**config.mk**
```make
export PLATFORM = sky130hd
export DESIGN_NAME = vdma_out_frame_guard_flat
export DESIGN_NICKNAME = d
export VERILOG_FILES = /design/src/rtl/vdma_guard_pkg.sv /design/src/rtl/vdma_out_frame_guard_if.sv /design/src/rtl/vdma_line_meter.sv /design/src/rtl/vdma_out_frame_guard.sv /design/src/flat_wrapper.sv
export SDC_FILE = /design/constraint.sdc
export NUM_CORES = 1
export LEC_CHECK = 0
export ABC_AREA = 1
export CAP_MARGIN = 5
export CELL_PAD_IN_SITES_DETAIL_PLACEMENT = 0
export CELL_PAD_IN_SITES_GLOBAL_PLACEMENT = 1
export CORE_ASPECT_RATIO = 0.75
export CORE_MARGIN = 1.5
export CORE_UTILIZATION = 42
export CTS_CLUSTER_SIZE = 16
export DETAILED_ROUTE_END_ITERATION = 10
export PLACE_DENSITY = 0.86
export SETUP_SLACK_MARGIN = 0.1
export SLEW_MARGIN = 20
export SYNTH_ARGS = -nofsm -noshare
export SYNTH_HDL_FRONTEND = slang
export SYNTH_HIERARCHICAL = 1
export SYNTH_SLANG_ARGS = --single-unit
```
**constraint.sdc**
```tcl
create_clock -name clock -period 4.4 [get_ports clock]
set_input_delay 0.88 -clock clock [delete_from_list [all_inputs] [get_ports clock]]
set_output_delay 0.88 -clock clock [all_outputs]
set_load 0.02 [all_outputs]
```
**src/rtl/vdma_guard_pkg.sv**
```systemverilog
// Shared types and helpers for the VDMA output frame guard.
//   guard_state_e : guard FSM states (IDLE / ACTIVE / PAD)
//   CNT_W_DEF     : default width of the software-visible counters
//   GEOM_W        : width of the line/pixel geometry counters and limits
//   norm_pol()    : maps a sync input to active-high
//   sat_inc16()   : saturating increment for geometry counters
package vdma_guard_pkg;

    typedef enum logic [1:0] {
        IDLE   = 2'd0,
        ACTIVE = 2'd1,
        PAD    = 2'd2
    } guard_state_e;

    localparam int CNT_W_DEF = 16;
    localparam int GEOM_W    = 16;

    function automatic logic norm_pol(input logic sig, input logic active_low);
        return sig ^ active_low;
    endfunction

    // Geometry counters stick at all-ones so a runaway line/frame never
    // wraps back into the "in range" window.
    function automatic logic [GEOM_W-1:0] sat_inc16(input logic [GEOM_W-1:0] v);
        return (&v) ? v : v + 1'b1;
    endfunction

endpackage

```
**src/rtl/vdma_out_frame_guard_if.sv**
```systemverilog
// Video timing/pixel stream bundle used on both sides of the frame guard.
//   vsync, hsync : sync pulses (polarity set by the guard's SYNC_POL)
//   de           : data enable
//   data         : pixel value
// master drives the stream, slave receives it.
interface vdma_out_frame_guard_if #(
    parameter int DSIZE = 24
);
    logic             vsync;
    logic             hsync;
    logic             de;
    logic [DSIZE-1:0] data;

    modport master (output vsync, hsync, de, data);
    modport slave  (input  vsync, hsync, de, data);
endinterface

```
**src/rtl/vdma_line_meter.sv**
```systemverilog
// Line/frame geometry meter for the frame guard.
//   clock, rst_n : pixel clock, async active-low reset
//   vs_act       : vsync, already normalised to active-high
//   de           : input data enable
//   run          : guard is measuring this cycle (counters otherwise hold)
//   pad_inc      : a pad pixel is emitted this cycle (advances pix_cnt)
//   frame_start  : inactive->active vsync edge (combinational pulse)
//   line_end     : falling de, or frame start while a line is open
//   new_line     : first pixel of a line (de rise) or frame start
//   pix_cnt      : pixels (incl. pad) seen on the current/last line
//   line_cnt     : completed lines in the current frame
//   eff_pix      : pixel index of the current-cycle pixel
//   eff_line     : line index of the current-cycle pixel
module vdma_line_meter
    import vdma_guard_pkg::*;
(
    input  logic              clock,
    input  logic              rst_n,
    input  logic              vs_act,
    input  logic              de,
    input  logic              run,
    input  logic              pad_inc,
    output logic              frame_start,
    output logic              line_end,
    output logic              new_line,
    output logic [GEOM_W-1:0] pix_cnt,
    output logic [GEOM_W-1:0] line_cnt,
    output logic [GEOM_W-1:0] eff_pix,
    output logic [GEOM_W-1:0] eff_line
);

    logic vs_q;
    logic de_q;

    assign frame_start = vs_act & ~vs_q;
    assign line_end    = de_q & (~de | frame_start);
    assign new_line    = (de & ~de_q) | frame_start;

    // Counters are cleared lazily: the current cycle already sees index 0
    // on a new line / new frame, the register catches up on the edge.
    assign eff_pix  = new_line    ? '0 : pix_cnt;
    assign eff_line = frame_start ? '0 : line_cnt;

    always_ff @(posedge clock or negedge rst_n) begin
        if (!rst_n) begin
            vs_q     <= 1'b0;
            de_q     <= 1'b0;
            pix_cnt  <= '0;
            line_cnt <= '0;
        end else begin
            vs_q <= vs_act;
            de_q <= de;
            if (run) begin
                if (frame_start)
                    line_cnt <= '0;
                else if (line_end)
                    line_cnt <= sat_inc16(line_cnt);

                // After a line ends pix_cnt keeps the line length, which is
                // where padding resumes counting from.
                if (de || pad_inc)
                    pix_cnt <= sat_inc16(eff_pix);
                else if (frame_start)
                    pix_cnt <= '0;
            end
        end
    end

endmodule

```
**src/rtl/vdma_out_frame_guard.sv**
```systemverilog
// Output frame guard: measures every line and frame of the read engine's
// video stream against hactive/vactive and repairs it with 1 cycle latency.
// Over-long lines and surplus lines are blanked, short lines are padded
// with fill_color. Status counters expose the damage to software.
//   clock, rst_n          : pixel clock, async active-low reset
//   enable                : guard on; sampled at frame start only
//   vactive, hactive      : expected geometry (0 disables that dimension)
//   fill_color            : pad pixel value
//   vid_in  (slave)       : stream from the memory-read engine
//   vid_out (master)      : repaired stream
//   frame_ok              : last completed frame was clean
//   line_err_cnt          : bad-length lines (saturating)
//   frame_err_cnt         : bad-line-count frames (saturating)
//   frame_cnt             : completed frames (wrapping)
module vdma_out_frame_guard
    import vdma_guard_pkg::*;
#(
    parameter int    DSIZE    = 24,
    parameter string SYNC_POL = "HIGH",
    parameter int    CNT_W    = CNT_W_DEF
) (
    input  logic                  clock,
    input  logic                  rst_n,
    input  logic                  enable,
    input  logic [GEOM_W-1:0]     vactive,
    input  logic [GEOM_W-1:0]     hactive,
    input  logic [DSIZE-1:0]      fill_color,
    vdma_out_frame_guard_if.slave  vid_in,
    vdma_out_frame_guard_if.master vid_out,
    output logic                  frame_ok,
    output logic [CNT_W-1:0]      line_err_cnt,
    output logic [CNT_W-1:0]      frame_err_cnt,
    output logic [CNT_W-1:0]      frame_cnt
);

    localparam logic POL_LOW = (SYNC_POL == "LOW");

    guard_state_e state;

    logic              vs_act;
    logic              frame_start;
    logic              line_end;
    logic              new_line;
    logic [GEOM_W-1:0] pix_cnt;
    logic [GEOM_W-1:0] line_cnt;
    logic [GEOM_W-1:0] eff_pix;
    logic [GEOM_W-1:0] eff_line;

    logic              h_on;
    logic              v_on;
    logic              guarding;
    logic              run;
    logic              closing;
    logic              line_done;
    logic              line_bad;
    logic              line_clip;
    logic              pix_ok;
    logic              start_pad;
    logic              pad_cont;
    logic              pad_inc;
    logic              pad_last;
    logic [GEOM_W-1:0] lines_final;
    logic              frame_bad;
    logic              err_flag;

    assign vs_act = norm_pol(vid_in.vsync, POL_LOW);

    vdma_line_meter u_meter (
        .clock       (clock),
        .rst_n       (rst_n),
        .vs_act      (vs_act),
        .de          (vid_in.de),
        .run         (run),
        .pad_inc     (pad_inc),
        .frame_start (frame_start),
        .line_end    (line_end),
        .new_line    (new_line),
        .pix_cnt     (pix_cnt),
        .line_cnt    (line_cnt),
        .eff_pix     (eff_pix),
        .eff_line    (eff_line)
    );

    assign h_on     = |hactive;
    assign v_on     = |vactive;
    assign guarding = (state != IDLE);
    // The frame-start cycle that leaves IDLE is already treated as guarded.
    assign run      = guarding | (frame_start & enable);
    assign closing  = guarding & frame_start;
    assign line_done = guarding & line_end;
    assign line_bad  = line_done & h_on & (pix_cnt != hactive);

    assign line_clip = v_on & (eff_line >= vactive);
    assign pix_ok    = ~line_clip & (~h_on | (eff_pix < hactive));

    // Padding starts in the cycle the line ends so the pad pixels follow
    // the real ones back-to-back. A frame start closes the line unpadded,
    // and lines already beyond vactive are never padded.
    assign start_pad = line_done & ~frame_start & h_on & (pix_cnt < hactive)
                     & ~(v_on & (line_cnt >= vactive));
    assign pad_cont  = (state == PAD) & ~new_line;
    assign pad_inc   = start_pad | pad_cont;
    assign pad_last  = (sat_inc16(pix_cnt) >= hactive);

    // A line still open at frame start belongs to the frame being closed.
    assign lines_final = line_done ? sat_inc16(line_cnt) : line_cnt;
    assign frame_bad   = v_on & (lines_final != vactive);

    // FSM and registered video outputs
    always_ff @(posedge clock or negedge rst_n) begin
        if (!rst_n) begin
            state         <= IDLE;
            vid_out.vsync <= POL_LOW;
            vid_out.hsync <= POL_LOW;
            vid_out.de    <= 1'b0;
            vid_out.data  <= '0;
        end else begin
            vid_out.vsync <= vid_in.vsync;
            vid_out.hsync <= vid_in.hsync;

            if (!run) begin
                vid_out.de   <= vid_in.de;
                vid_out.data <= vid_in.data;
            end else if (pad_inc) begin
                vid_out.de   <= 1'b1;
                vid_out.data <= fill_color;
            end else if (vid_in.de && !pix_ok) begin
                vid_out.de   <= 1'b0;
                vid_out.data <= '0;
            end else begin
                vid_out.de   <= vid_in.de;
                vid_out.data <= vid_in.data;
            end

            case (state)
                IDLE: begin
                    if (frame_start && enable)
                        state <= ACTIVE;
                end
                default: begin
                    if (frame_start)
                        state <= enable ? ACTIVE : IDLE;
                    else if (pad_inc)
                        state <= pad_last ? ACTIVE : PAD;
                    else
                        state <= ACTIVE;   // also the de-rise abort out of PAD
                end
            endcase
        end
    end

    // Status counters; nothing moves while IDLE.
    always_ff @(posedge clock or negedge rst_n) begin
        if (!rst_n) begin
            frame_ok      <= 1'b0;
            line_err_cnt  <= '0;
            frame_err_cnt <= '0;
            frame_cnt     <= '0;
            err_flag      <= 1'b0;
        end else begin
            if (line_bad && !(&line_err_cnt))
                line_err_cnt <= line_err_cnt + 1'b1;

            if (closing) begin
                frame_ok  <= ~(err_flag | line_bad | frame_bad);
                frame_cnt <= frame_cnt + 1'b1;
                if (frame_bad && !(&frame_err_cnt))
                    frame_err_cnt <= frame_err_cnt + 1'b1;
                err_flag  <= 1'b0;
            end else if (line_bad) begin
                err_flag  <= 1'b1;
            end
        end
    end

endmodule
```
**src/flat_wrapper.sv**
```systemverilog
// flat-port wrapper written by rule: the top's interface ports become plain ports
module vdma_out_frame_guard_flat import vdma_guard_pkg::*;
#(
    parameter int    DSIZE    = 24,
    parameter string SYNC_POL = "    ",
    parameter int    CNT_W    = CNT_W_DEF
)
  (clock, rst_n, enable, vactive, hactive, fill_color, frame_ok, line_err_cnt, frame_err_cnt, frame_cnt, vid_in_vsync, vid_in_hsync, vid_in_de, vid_in_data, vid_out_vsync, vid_out_hsync, vid_out_de, vid_out_data);
  vdma_out_frame_guard_if #(.DSIZE(DSIZE)) vid_in_i ();
  vdma_out_frame_guard_if #(.DSIZE(DSIZE)) vid_out_i ();
  input  logic clock;
  input  logic rst_n;
  input  logic enable;
  input  logic [GEOM_W-1:0] vactive;
  input  logic [GEOM_W-1:0] hactive;
  input  logic [DSIZE-1:0] fill_color;
  output logic frame_ok;
  output logic [CNT_W-1:0] line_err_cnt;
  output logic [CNT_W-1:0] frame_err_cnt;
  output logic [CNT_W-1:0] frame_cnt;
  input wire logic [$bits(vid_in_i.vsync)-1:0] vid_in_vsync;
  input wire logic [$bits(vid_in_i.hsync)-1:0] vid_in_hsync;
  input wire logic [$bits(vid_in_i.de)-1:0] vid_in_de;
  input wire logic [$bits(vid_in_i.data)-1:0] vid_in_data;
  output wire logic [$bits(vid_out_i.vsync)-1:0] vid_out_vsync;
  output wire logic [$bits(vid_out_i.hsync)-1:0] vid_out_hsync;
  output wire logic [$bits(vid_out_i.de)-1:0] vid_out_de;
  output wire logic [$bits(vid_out_i.data)-1:0] vid_out_data;
  assign vid_in_i.vsync = vid_in_vsync;
  assign vid_in_i.hsync = vid_in_hsync;
  assign vid_in_i.de = vid_in_de;
  assign vid_in_i.data = vid_in_data;
  assign vid_out_vsync = vid_out_i.vsync;
  assign vid_out_hsync = vid_out_i.hsync;
  assign vid_out_de = vid_out_i.de;
  assign vid_out_data = vid_out_i.data;
  vdma_out_frame_guard #(.DSIZE(DSIZE), .SYNC_POL(SYNC_POL), .CNT_W(CNT_W)) u_core (.clock(clock), .rst_n(rst_n), .enable(enable), .vactive(vactive), .hactive(hactive), .fill_color(fill_color), .vid_in(vid_in_i), .vid_out(vid_out_i), .frame_ok(frame_ok), .line_err_cnt(line_err_cnt), .frame_err_cnt(frame_err_cnt), .frame_cnt(frame_cnt));
endmodule
```
Yosys cells after proc, flatten, opt, wreduce, memory -nomap -nowiden
Cells that the tools add are included.
{"block": "op_classes", "add_sub_neg": 6, "n_lt_le_gt_ge": 5, "n_eq_ne": 4, "n_mux": 24, "bitwise_logic": 33, "n_reduce_logical": 23}
{"cell": "$mux W16", "n": 10}
{"cell": "$add A16 B1 Y16 const B", "n": 6}
{"cell": "$reduce_and A16 Y1", "n": 5}
{"cell": "$mux W24", "n": 3}
{"cell": "$ge A16 B16 Y1", "n": 3}
{"cell": "$lt A16 B16 Y1", "n": 2}
{"cell": "$ne A16 B16 Y1", "n": 2}
{"cell": "$reduce_or A16 Y1", "n": 2}
{"cell": "$and A1 B1 Y1", "n": 17}
{"cell": "$mux W2", "n": 5}
{"cell": "$not A1 Y1", "n": 9}
{"cell": "$reduce_bool A2 Y1", "n": 4}
{"cell": "$or A1 B1 Y1", "n": 7}
{"cell": "$mux W1", "n": 6}
{"cell": "$reduce_and A2 Y1", "n": 3}
{"cell": "$logic_and A1 B1 Y1", "n": 4}
{"cell": "$logic_not A1 Y1", "n": 3}
{"cell": "$eq A2 B2 Y1 const B", "n": 1}
{"cell": "$logic_not A2 Y1", "n": 1}
{"cell": "$ne A2 B1 Y1 const B", "n": 1}
{"cell": "$logic_or A1 B1 Y1", "n": 1}
{"block": "word_totals", "register_bits": 112, "input_bits": 86, "out_inout_bits": 76, "elab_cells": 108}

Logic depth before layout (Yosys ltp)
Gate-level depths: netlist of the first run.
{"block": "depth", "ltp_word": 13, "depth_mapped": 24, "depth_no_buf": 24}

Hierarchy
Netlist of the first run, hierarchy kept.
{"mod": "vdma_out_frame_guard", "n_inst": 1, "cells_each": 1047, "area_per_inst_um2": 7275.7, "seq_area_each_um2": 1976.9}
{"mod": "vdma_line_meter", "n_inst": 1, "cells_each": 363, "area_per_inst_um2": 2512.4, "seq_area_each_um2": 850.8}

Worst setup path before layout of the first run
No wires, ideal clock.
{"block": "synth_timing", "path_kind": "input -> register", "startpoint": "in vid_in_vsync", "endpoint": "reg u_core.u_meter.pix_cnt[10]", "setup_time_ns": 0.117, "arrival_ns": 3.289, "t_required_ns": 4.283, "slack_ns": 0.994, "cell_stages": 18, "path_cell_list": "nand2_4 > buf_6 > a21oi_2 > inv_1 > nor2_1 > buf_2 > buf_2 > nand4_1 > nor2_1 > nand2_1 > nand2_1 > clkbuf_1 > nor2_1 > nor2_1 > nor2_1 > clkbuf_1 > nand2_1 > nand2_1"}
{"block": "synth_between", "elab_chain_len": 12, "word_cells_on_any_way": 23, "cone_classes": "add/sub: 1; mux: 3; bitwise: 15; reduce/logical: 4"}
{"element": "start: declaration", "line_no": "flat_wrapper.sv:21", "rtl": "input wire logic [$bits(vid_in_i.vsync)-1:0] vid_in_vsync;"}
{"element": "$and A1 B1 Y1 (*)", "line_no": "vdma_line_meter.sv:35", "rtl": "assign frame_start = vs_act & ~vs_q;"}
{"element": "$or A1 B1 Y1 (*)", "line_no": "vdma_line_meter.sv:36", "rtl": "assign line_end = de_q & (~de | frame_start);"}
{"element": "$and A1 B1 Y1 (*)", "line_no": "vdma_line_meter.sv:36"}
{"element": "named net u_core.line_end", "line_no": "vdma_out_frame_guard.sv:42", "rtl": "logic line_end;"}
{"element": "$and A1 B1 Y1 (*)", "line_no": "vdma_out_frame_guard.sv:90", "rtl": "assign line_done = guarding & line_end;"}
{"element": "$and A1 B1 Y1 (*) (3 in a row)", "line_no": "vdma_out_frame_guard.sv:99", "rtl": "assign start_pad = line_done & ~frame_start & h_on & (pix_cnt < hactive)"}
{"element": "$and A1 B1 Y1 (*)", "line_no": "vdma_out_frame_guard.sv:100", "rtl": "& ~(v_on & (line_cnt >= vactive));"}
{"element": "$or A1 B1 Y1 (*)", "line_no": "vdma_out_frame_guard.sv:102", "rtl": "assign pad_inc = start_pad | pad_cont;"}
{"element": "named net u_core.pad_inc", "line_no": "vdma_out_frame_guard.sv:60", "rtl": "logic pad_inc;"}
{"element": "$logic_or A1 B1 Y1 (*)", "line_no": "vdma_line_meter.sv:61", "rtl": "if (de || pad_inc)"}
{"element": "$reduce_bool A2 Y1 (no line)"}
{"element": "$reduce_and A2 Y1 (no line)"}
{"element": "end signal: assignment", "line_no": "vdma_line_meter.sv:62", "rtl": "pix_cnt <= sat_inc16(eff_pix);"}
{"element": "end: declaration", "line_no": "vdma_line_meter.sv:26", "rtl": "output logic [GEOM_W-1:0] pix_cnt,"}
Mark *: on every way through the listed nets, which the timed path passes. The rest lies on a longest branch.
A chain may end at the register's enable or synchronous reset.

Worst setup path in the final report of the first run
{"block": "layout_timing", "startpoint": "reg u_core.u_meter.pix_cnt[1]", "endpoint": "reg u_core.state[0]"}
{"block": "layout_between", "elab_chain_len": 7, "word_cells_on_any_way": 12, "cone_classes": "add/sub: 1; order compare: 2; mux: 5; bitwise: 3; reduce/logical: 1"}
{"element": "$add A16 B1 Y16, or another cell as far along", "line_no": "vdma_guard_pkg.sv:25", "rtl": "return (&v) ? v : v + 1'b1;"}
{"element": "$mux W16 / $and A1 B1 Y1 (equally long branches)", "line_no": "vdma_guard_pkg.sv:25, vdma_out_frame_guard.sv:99"}
{"element": "$ge A16 B16 Y1 / $and A1 B1 Y1 (equally long branches)", "line_no": "vdma_out_frame_guard.sv:103, vdma_out_frame_guard.sv:100"}
{"element": "$mux W2 / $or A1 B1 Y1 (equally long branches)", "line_no": "vdma_out_frame_guard.sv:144, vdma_out_frame_guard.sv:102"}
{"element": "$mux W2 (*)", "line_no": "vdma_out_frame_guard.sv:143", "rtl": "else if (pad_inc)"}
{"element": "$mux W2 (*)", "line_no": "vdma_out_frame_guard.sv:141", "rtl": "if (frame_start)"}
{"element": "$mux W2 (*)", "line_no": "vdma_out_frame_guard.sv:135", "rtl": "case (state)"}
{"element": "end signal: assignment", "line_no": "vdma_out_frame_guard.sv:142", "rtl": "state <= enable ? ACTIVE : IDLE;"}
{"element": "end signal: assignment", "line_no": "vdma_out_frame_guard.sv:144", "rtl": "state <= pad_last ? ACTIVE : PAD;"}
{"element": "end: declaration", "line_no": "vdma_out_frame_guard.sv:38", "rtl": "guard_state_e state;"}
Every way passes the cells marked *; elsewhere a longest branch is shown, timed or not.

==> results of run 1 <==
-- sequential cells by signal, summed over array words and instances (netlist names), 2 cells and up --
register                 flops
u_core/line_err_cnt         16
u_core/state                 2
u_core/frame_err_cnt        16
u_core/u_meter/line_cnt     16
u_core/frame_cnt            16
u_core/vid_out.data         24
u_core/u_meter/pix_cnt      16
-- cell usage after synthesis, types with 2 or more instances --
cell type and instances:
a21oi_1 92, a31oi_1 5, buf_1 2, buf_2 9, buf_6 4, clkbuf_1 14
dfrtp_1 113, ha_1 86, inv_1 193, inv_2 12, nand2_1 347, nand2_2 12
nand2_4 7, nand3_1 87, nand3_2 6, nand3b_1 6, nand4_1 64, nor2_1 140
nor2_2 8, nor2_4 8, nor2_8 3, nor3_1 32, nor3_2 3, nor3b_1 2
nor4_1 12, o211ai_1 2, o21a_1 6, o21ai_0 29, o21ai_1 20, xnor2_1 22
xor2_1 49
-- metal layers --
metal | up-vias | track usage
met5 | - | 0
met4 | 0 | 0.0556
met3 | 20 | 0.0567
met2 | 291 | 0.356
met1 | 4459 | 0.360
li1 | 4950 | -
-- cells by family after synthesis --
kind of cell | after synthesis
and+or+nand+nor | 743
AOI/OAI and AO/OA | 161
xor gates and xnor gates | 71
buffers and inverters | 236
DFF | 113
adders and majority gates | 86
-- worst reg2reg max path, stage by stage (launching register included) --
cell and delay (ns):
dfrtp_1 0.49, ha_1 0.25, inv_1 0.05, nor3_1 0.26
inv_1 0.11, nor3_1 0.29, nand2_1 0.19, nor2_1 0.16
nand3_1 0.22, nand3_1 0.17, o21a_1 0.17, ha_1 0.23
inv_1 0.07, nor3_1 0.05, a211oi_1 0.20, nand2_1 0.09
nand2_1 0.06, nand2_1 0.04, a31oi_1 0.28, nand2_1 0.12
nand2_1 0.08, nand2_1 0.05
-- metrics by stage --
step / total power [mW] / hold slack [ns] / instances / setup WS (ns) / cell area (um^2)
after global routing: 5.69 / 0.287 / 1889 / 0.194 / 12300
after CTS: 5.29 / 0.281 / 1889 / 0.737 / 12300
final: 5.26 / 0.296 / 1889 / 0.670 / 12300
after global placement: 3.86 / 0.460 / 1858 / 0.462 / 11800
after detailed placement: 3.90 / 0.468 / 1858 / 0.437 / 11800
after floorplan: 2.98 / 0.496 / 1410 / 0.994 / 9790
-- final timing paths --
| kind | start | end | cells past startpoint | slack, ns |
|---|---|---|---|---|
| min in group clock | u_core/frame_cnt[15] | u_core/frame_cnt[15] | 1 | 0.48 |
| max in group asynchronous | rst_n | u_core/vid_out.data[9] | 2 | 3.29 |
| worst min register to register | u_core/frame_cnt[15] | u_core/frame_cnt[15] | 1 | 0.48 |
| worst max-delay path | u_core/u_meter/pix_cnt[1] | u_core/state[0] | 21 | 0.67 |
| worst min-delay path | rst_n | u_core/line_err_cnt[14] | 1 | 0.30 |
| worst max register to register | u_core/u_meter/pix_cnt[1] | u_core/state[0] | 21 | 0.67 |
-- cell type report --
cell class              instances  share of cell area
multi-input cells            1061               0.489
flip-flops and latches        113               0.229
repair buffers                178               0.142
inverters                     206              0.0627
clock buffers                  21              0.0373
well taps                     300              0.0304
clock inverters                10             0.00903
-- power by group through the flow --
| stage | Sequential [mW] | Combinational (mW) | Clock [mW] |
|---|---|---|---|
| global route | 1.67 | 2.57 | 1.45 |
| CTS | 1.62 | 2.28 | 1.39 |
| finish | 1.62 | 2.27 | 1.36 |
| detailed placement | 1.63 | 2.27 | 0 |
| global placement | 1.63 | 2.23 | 0 |
| floorplan | 1.78 | 1.21 | 0 |
==> results.cfg, run 1 <==
[route]
top_layer_used = met4
viasPerCell = 5.15
dr.pass1.iters = 5
drc = 0
wirelength_mm = 28.4
vias = 9720
final_antenna_net_count = 0
wirelength_met1_mm = 14.4
drt-initial-drc-count = 679
wl_met3_mm = 1.71
wl_met2_mm = 12.0
wl_per_cell_um = 15.1

[clock_network]
cts.repair.resized = 0
cts_sinks = 113
cts_root_buf = clkbuf_16
clock_path_buffers = 2
cts_tree = yes
cts_buffers = 17
htreeDepth = 4
cts_hold_buf = 0
path_clk_slew_ns = 0.06
post_cts_buffers = 0
clock_latency_ns = 0.42

[synth]
synth_area_leaders = dfrtp_1 29%, nand2_1 13%, ha_1 11%, inv_1 7.4%, nor2_1 5.4%
synth-simple-area-share = 0.354
synth_top_area_frac = 0.289
netlist_area_um2 = 9790
synth_mux_area_frac = 0
async_reset_ff_frac = 1.00
synth_edf_count = 0
yosys.area.top_type = dfrtp_1
synth_top_family_by_area = simple AND/OR/NAND/NOR gates
synth-compound-area-share = 0.0876
ys_warn_count = 6
ys.flop_type = dfrtp_1
syn_avg_cell_area_um2 = 6.94
synth_xor_area_frac = 0.0635
syn_inst = 1410
syn-num-nets = 1582
ys_seq_area_frac = 0.289
synth.distinct_cells = 46
synthAdderAreaFrac = 0.110
ys_seq_elements = 113

[critical_path]
cp.required_ns = 4.71
worstPathBufferInverterCount = 3
crit_path_max_incr_delay_ns = 0.49
path_cells = ha_1 > inv_1 > nor3_1 > inv_1 > nor3_1 > nand2_1 > nor2_1 > nand3_1 > nand3_1 > o21a_1 > ha_1 > inv_1 > nor3_1 > a211oi_1 > nand2_1 > nand2_1 > nand2_1 > a31oi_1 > nand2_1 > nand2_1 > nand2_1
critPathKind = reg2reg
critPathCaptureType = flop
critPathMaxFanout = 7
cp_slowest_cell = dfrtp_1
cp.arrival_ns = 4.04
crit_top_cell = nand2_1
cp_top_family = simple AND/OR/NAND/NOR gates
start_kind = flop

[pwr]
vdd_drop_max_mv = 0.337
power.density_nw_per_um2 = 426
p_int_mw = 3.08
p_sw_mw = 2.18
power_switching_share = 0.414
p_comb_frac = 0.433
clock_power_share = 0.259
p_seq_frac = 0.308
leakagePower_nw = 6.00

[timing]
hold_violations = 0
finalCritPeriodShare = 0.848
max_slew_margin = 0.500
setup_violations = 0
tightest_slew_ns = 0.744
final-max-slew-violation-count = 0
fmax_ghz = 0.268
setup_tns_ns = 0
skew_ns = 0.00801
finalCriticalPeriod_ns = 3.73
rsz0062_at_grt = no

[grt]
overflow = 0
antenna_found_initial = 0
grt_max_degree = 104
grt_pass1_vias = 9115
grt_pass1_wl_mm = 46.7
grt_usage = 0.243

[run_status]
outcome = finished, final reports clean

[finish]
seq_area_um2 = 2830
multi_input_area_um2 = 6030
drive_gt1_frac = 0.0724
fin_util = 0.537
area_growth_pct = 26.0
fillers = 2245
final_common_cell = nand2_1
final_cell_mix = 347 x nand2_1, 193 x inv_1, 160 x clkdlybuf4s50_1, 139 x nor2_1, 113 x dfrtp_1
n_antenna_cell = 0
nets = 1749

[min_path]
hold_path.class = in2async

[placed_design]
port_buffers = 161
post-dp-hpwl_mm = 21.3
routabilityCongestion = 0.855

[floorplan]
rows = 48
die_h_um = 135
die_x_um = 179
core_um2 = 22900
die_area_um2 = 24200
start_util = 0.427
pin_count = 162

[job]
drv_cap = 0
(Power assumes the default switching activity.)
==> run 2: changes to the inputs <==
CORE_UTILIZATION = 35   (was 42)
PLACE_DENSITY = 0.76   (was 0.86)
clock period = 3 ns   (was 4.4 ns; I/O delays follow)
==> results.cfg, run 2 (synthesis gave the netlist of run 1 again) <==
[run_status]
outcome = finished with violations
violations = setup timing

[finish]
drive_gt1_frac = 0.190
n_antenna_cell = 0
fin_util = 0.518
area_growth_pct = 44.2
final_common_cell = nand2_1
fillers = 2655
largest_reg_flops = 24
final_cell_mix = 340 x nand2_1, 187 x inv_1, 186 x buf_4, 157 x clkdlybuf4s50_1, 132 x nor2_1
nets = 1932
top_register = u_core/vid_out.data

[clock_network]
cts_sinks = 113
cts_tree = yes
cts_buffers = 17
htreeDepth = 4
clock_latency_ns = 0.43
clock_path_buffers = 2
path_clk_slew_ns = 0.06
cts_root_buf = clkbuf_16

[grt]
overflow = 0
grt_max_degree = 41
grt_pass1_vias = 10000
antenna_found_initial = 0
grt_usage = 0.228
grt_pass1_wl_mm = 52.7

[timing]
hold_violations = 0
setup_tns_ns = -0.285
rsz0062_at_grt = yes
final-max-slew-violation-count = 0
fmax_ghz = 0.315
finalWorstSetupSlack_ns = -0.176
tightest_slew_ns = 0.648
finalCriticalPeriod_ns = 3.18
max_slew_margin = 0.568
skew_ns = 0.0150
finalCritPeriodShare = 1.06
setup_violations = 2

[route]
drt-initial-drc-count = 573
wirelength_mm = 32.6
final_antenna_net_count = 0
vias = 10400
viasPerCell = 4.89
dr.pass1.iters = 5
wl_per_cell_um = 15.3
drc = 0

[critical_path]
crit_top_cell = nand2_1
cp.required_ns = 3.31
cp_top_family = simple AND/OR/NAND/NOR gates
r2r_setup_slack_ns = -0.18
start_kind = flop
critPathCaptureType = flop
worstPathBufferInverterCount = 5
critPathKind = reg2reg
crit_path_max_incr_delay_ns = 0.39
cp_slowest_cell = dfrtp_1
critPathMaxFanout = 3
cp.arrival_ns = 3.48

[placed_design]
post-dp-hpwl_mm = 25.1
routabilityCongestion = 0.874
port_buffers = 161
dpl_worst_slack_ns = -0.366

[pwr]
leakagePower_nw = 7.03
power.density_nw_per_um2 = 597
vdd_drop_max_mv = 0.537

[floorplan]
die_h_um = 148
die_area_um2 = 29000
pin_count = 162
start_util = 0.359
rows = 52
die_x_um = 196
core_um2 = 27300

[min_path]
hold_path.class = in2async

[job]
drv_cap = 0
-- run 2: changes by cell type in the layout (fill, tap and decap cells not counted), moves of 5 or more --
cell / change
buf_12: +10
buf_4: +169
inv_1: -6
inv_2: +6
inv_6: +5
nand2_1: -7
nand2_2: +7
nor2_1: -7
nor3_1: -8
-- run 2: layout make-up --
cell class / count / area (um^2) / share of cell area
tap: 351 / 439 / 0.0311
sequential: 113 / 2830 / 0.200
clock buffer: 18 / 429 / 0.0304
clock inverter: 14 / 176 / 0.0125
inverter: 206 / 773 / 0.0548
timing repair buffer: 360 / 3260 / 0.231
multi-input combinational: 1062 / 6210 / 0.440
-- run 2: final timing paths --
| check | from | endpoint | depth (start not counted) |
|---|---|---|---|
| worst max-delay path | u_core/u_meter/pix_cnt[0] | u_core/state[0] | 26 |
| worst min-delay path | rst_n | u_core/u_meter/line_cnt[10] | 1 |
| worst max register to register | u_core/u_meter/pix_cnt[0] | u_core/state[0] | 26 |
| worst min register to register | u_core/frame_cnt[15] | u_core/frame_cnt[15] | 1 |
| max in group asynchronous | rst_n | u_core/u_meter/line_cnt[3] | 2 |
| min in group clock | u_core/frame_cnt[15] | u_core/frame_cnt[15] | 1 |
-- run 2: through the flow --
step | cells | hold slack (ns) | power (mW) | area (um^2)
3_3_place_gp | 2068 | 0.457 | 6.13 | 13100
6_report | 2124 | 0.204 | 8.43 | 14100
2_1_floorplan | 1410 | 0.304 | 4.39 | 9800
5_1_grt | 2124 | 0.234 | 9.06 | 14100
3_5_place_dp | 2068 | 0.459 | 6.19 | 13100
4_1_cts | 2116 | 0.206 | 8.41 | 14000
-- run 2: power breakdown --
group	switching, mW	internal, mW	total [mW]
Combinational	2.27	1.76	4.03
Sequential	0.362	1.92	2.28
Clock	0.809	1.32	2.13
-- run 2: layer usage --
layer / vias up / wire length [um] / global-route usage
met4: 0 / 191 / 0.0396
met3: 16 / 1630 / 0.0340
li1: 5331 / - / -
met5: - / 0 / 0
met1: 4781 / 16200 / 0.331
met2: 249 / 14500 / 0.363
-- run 2: repair_timing --
action,CTS,global route
endpoints found under the setup margin,27,60
pin swaps,6,12
hold buffers,0,0
resized for setup,27,24
buffers inserted,16,7
cloned,0,1
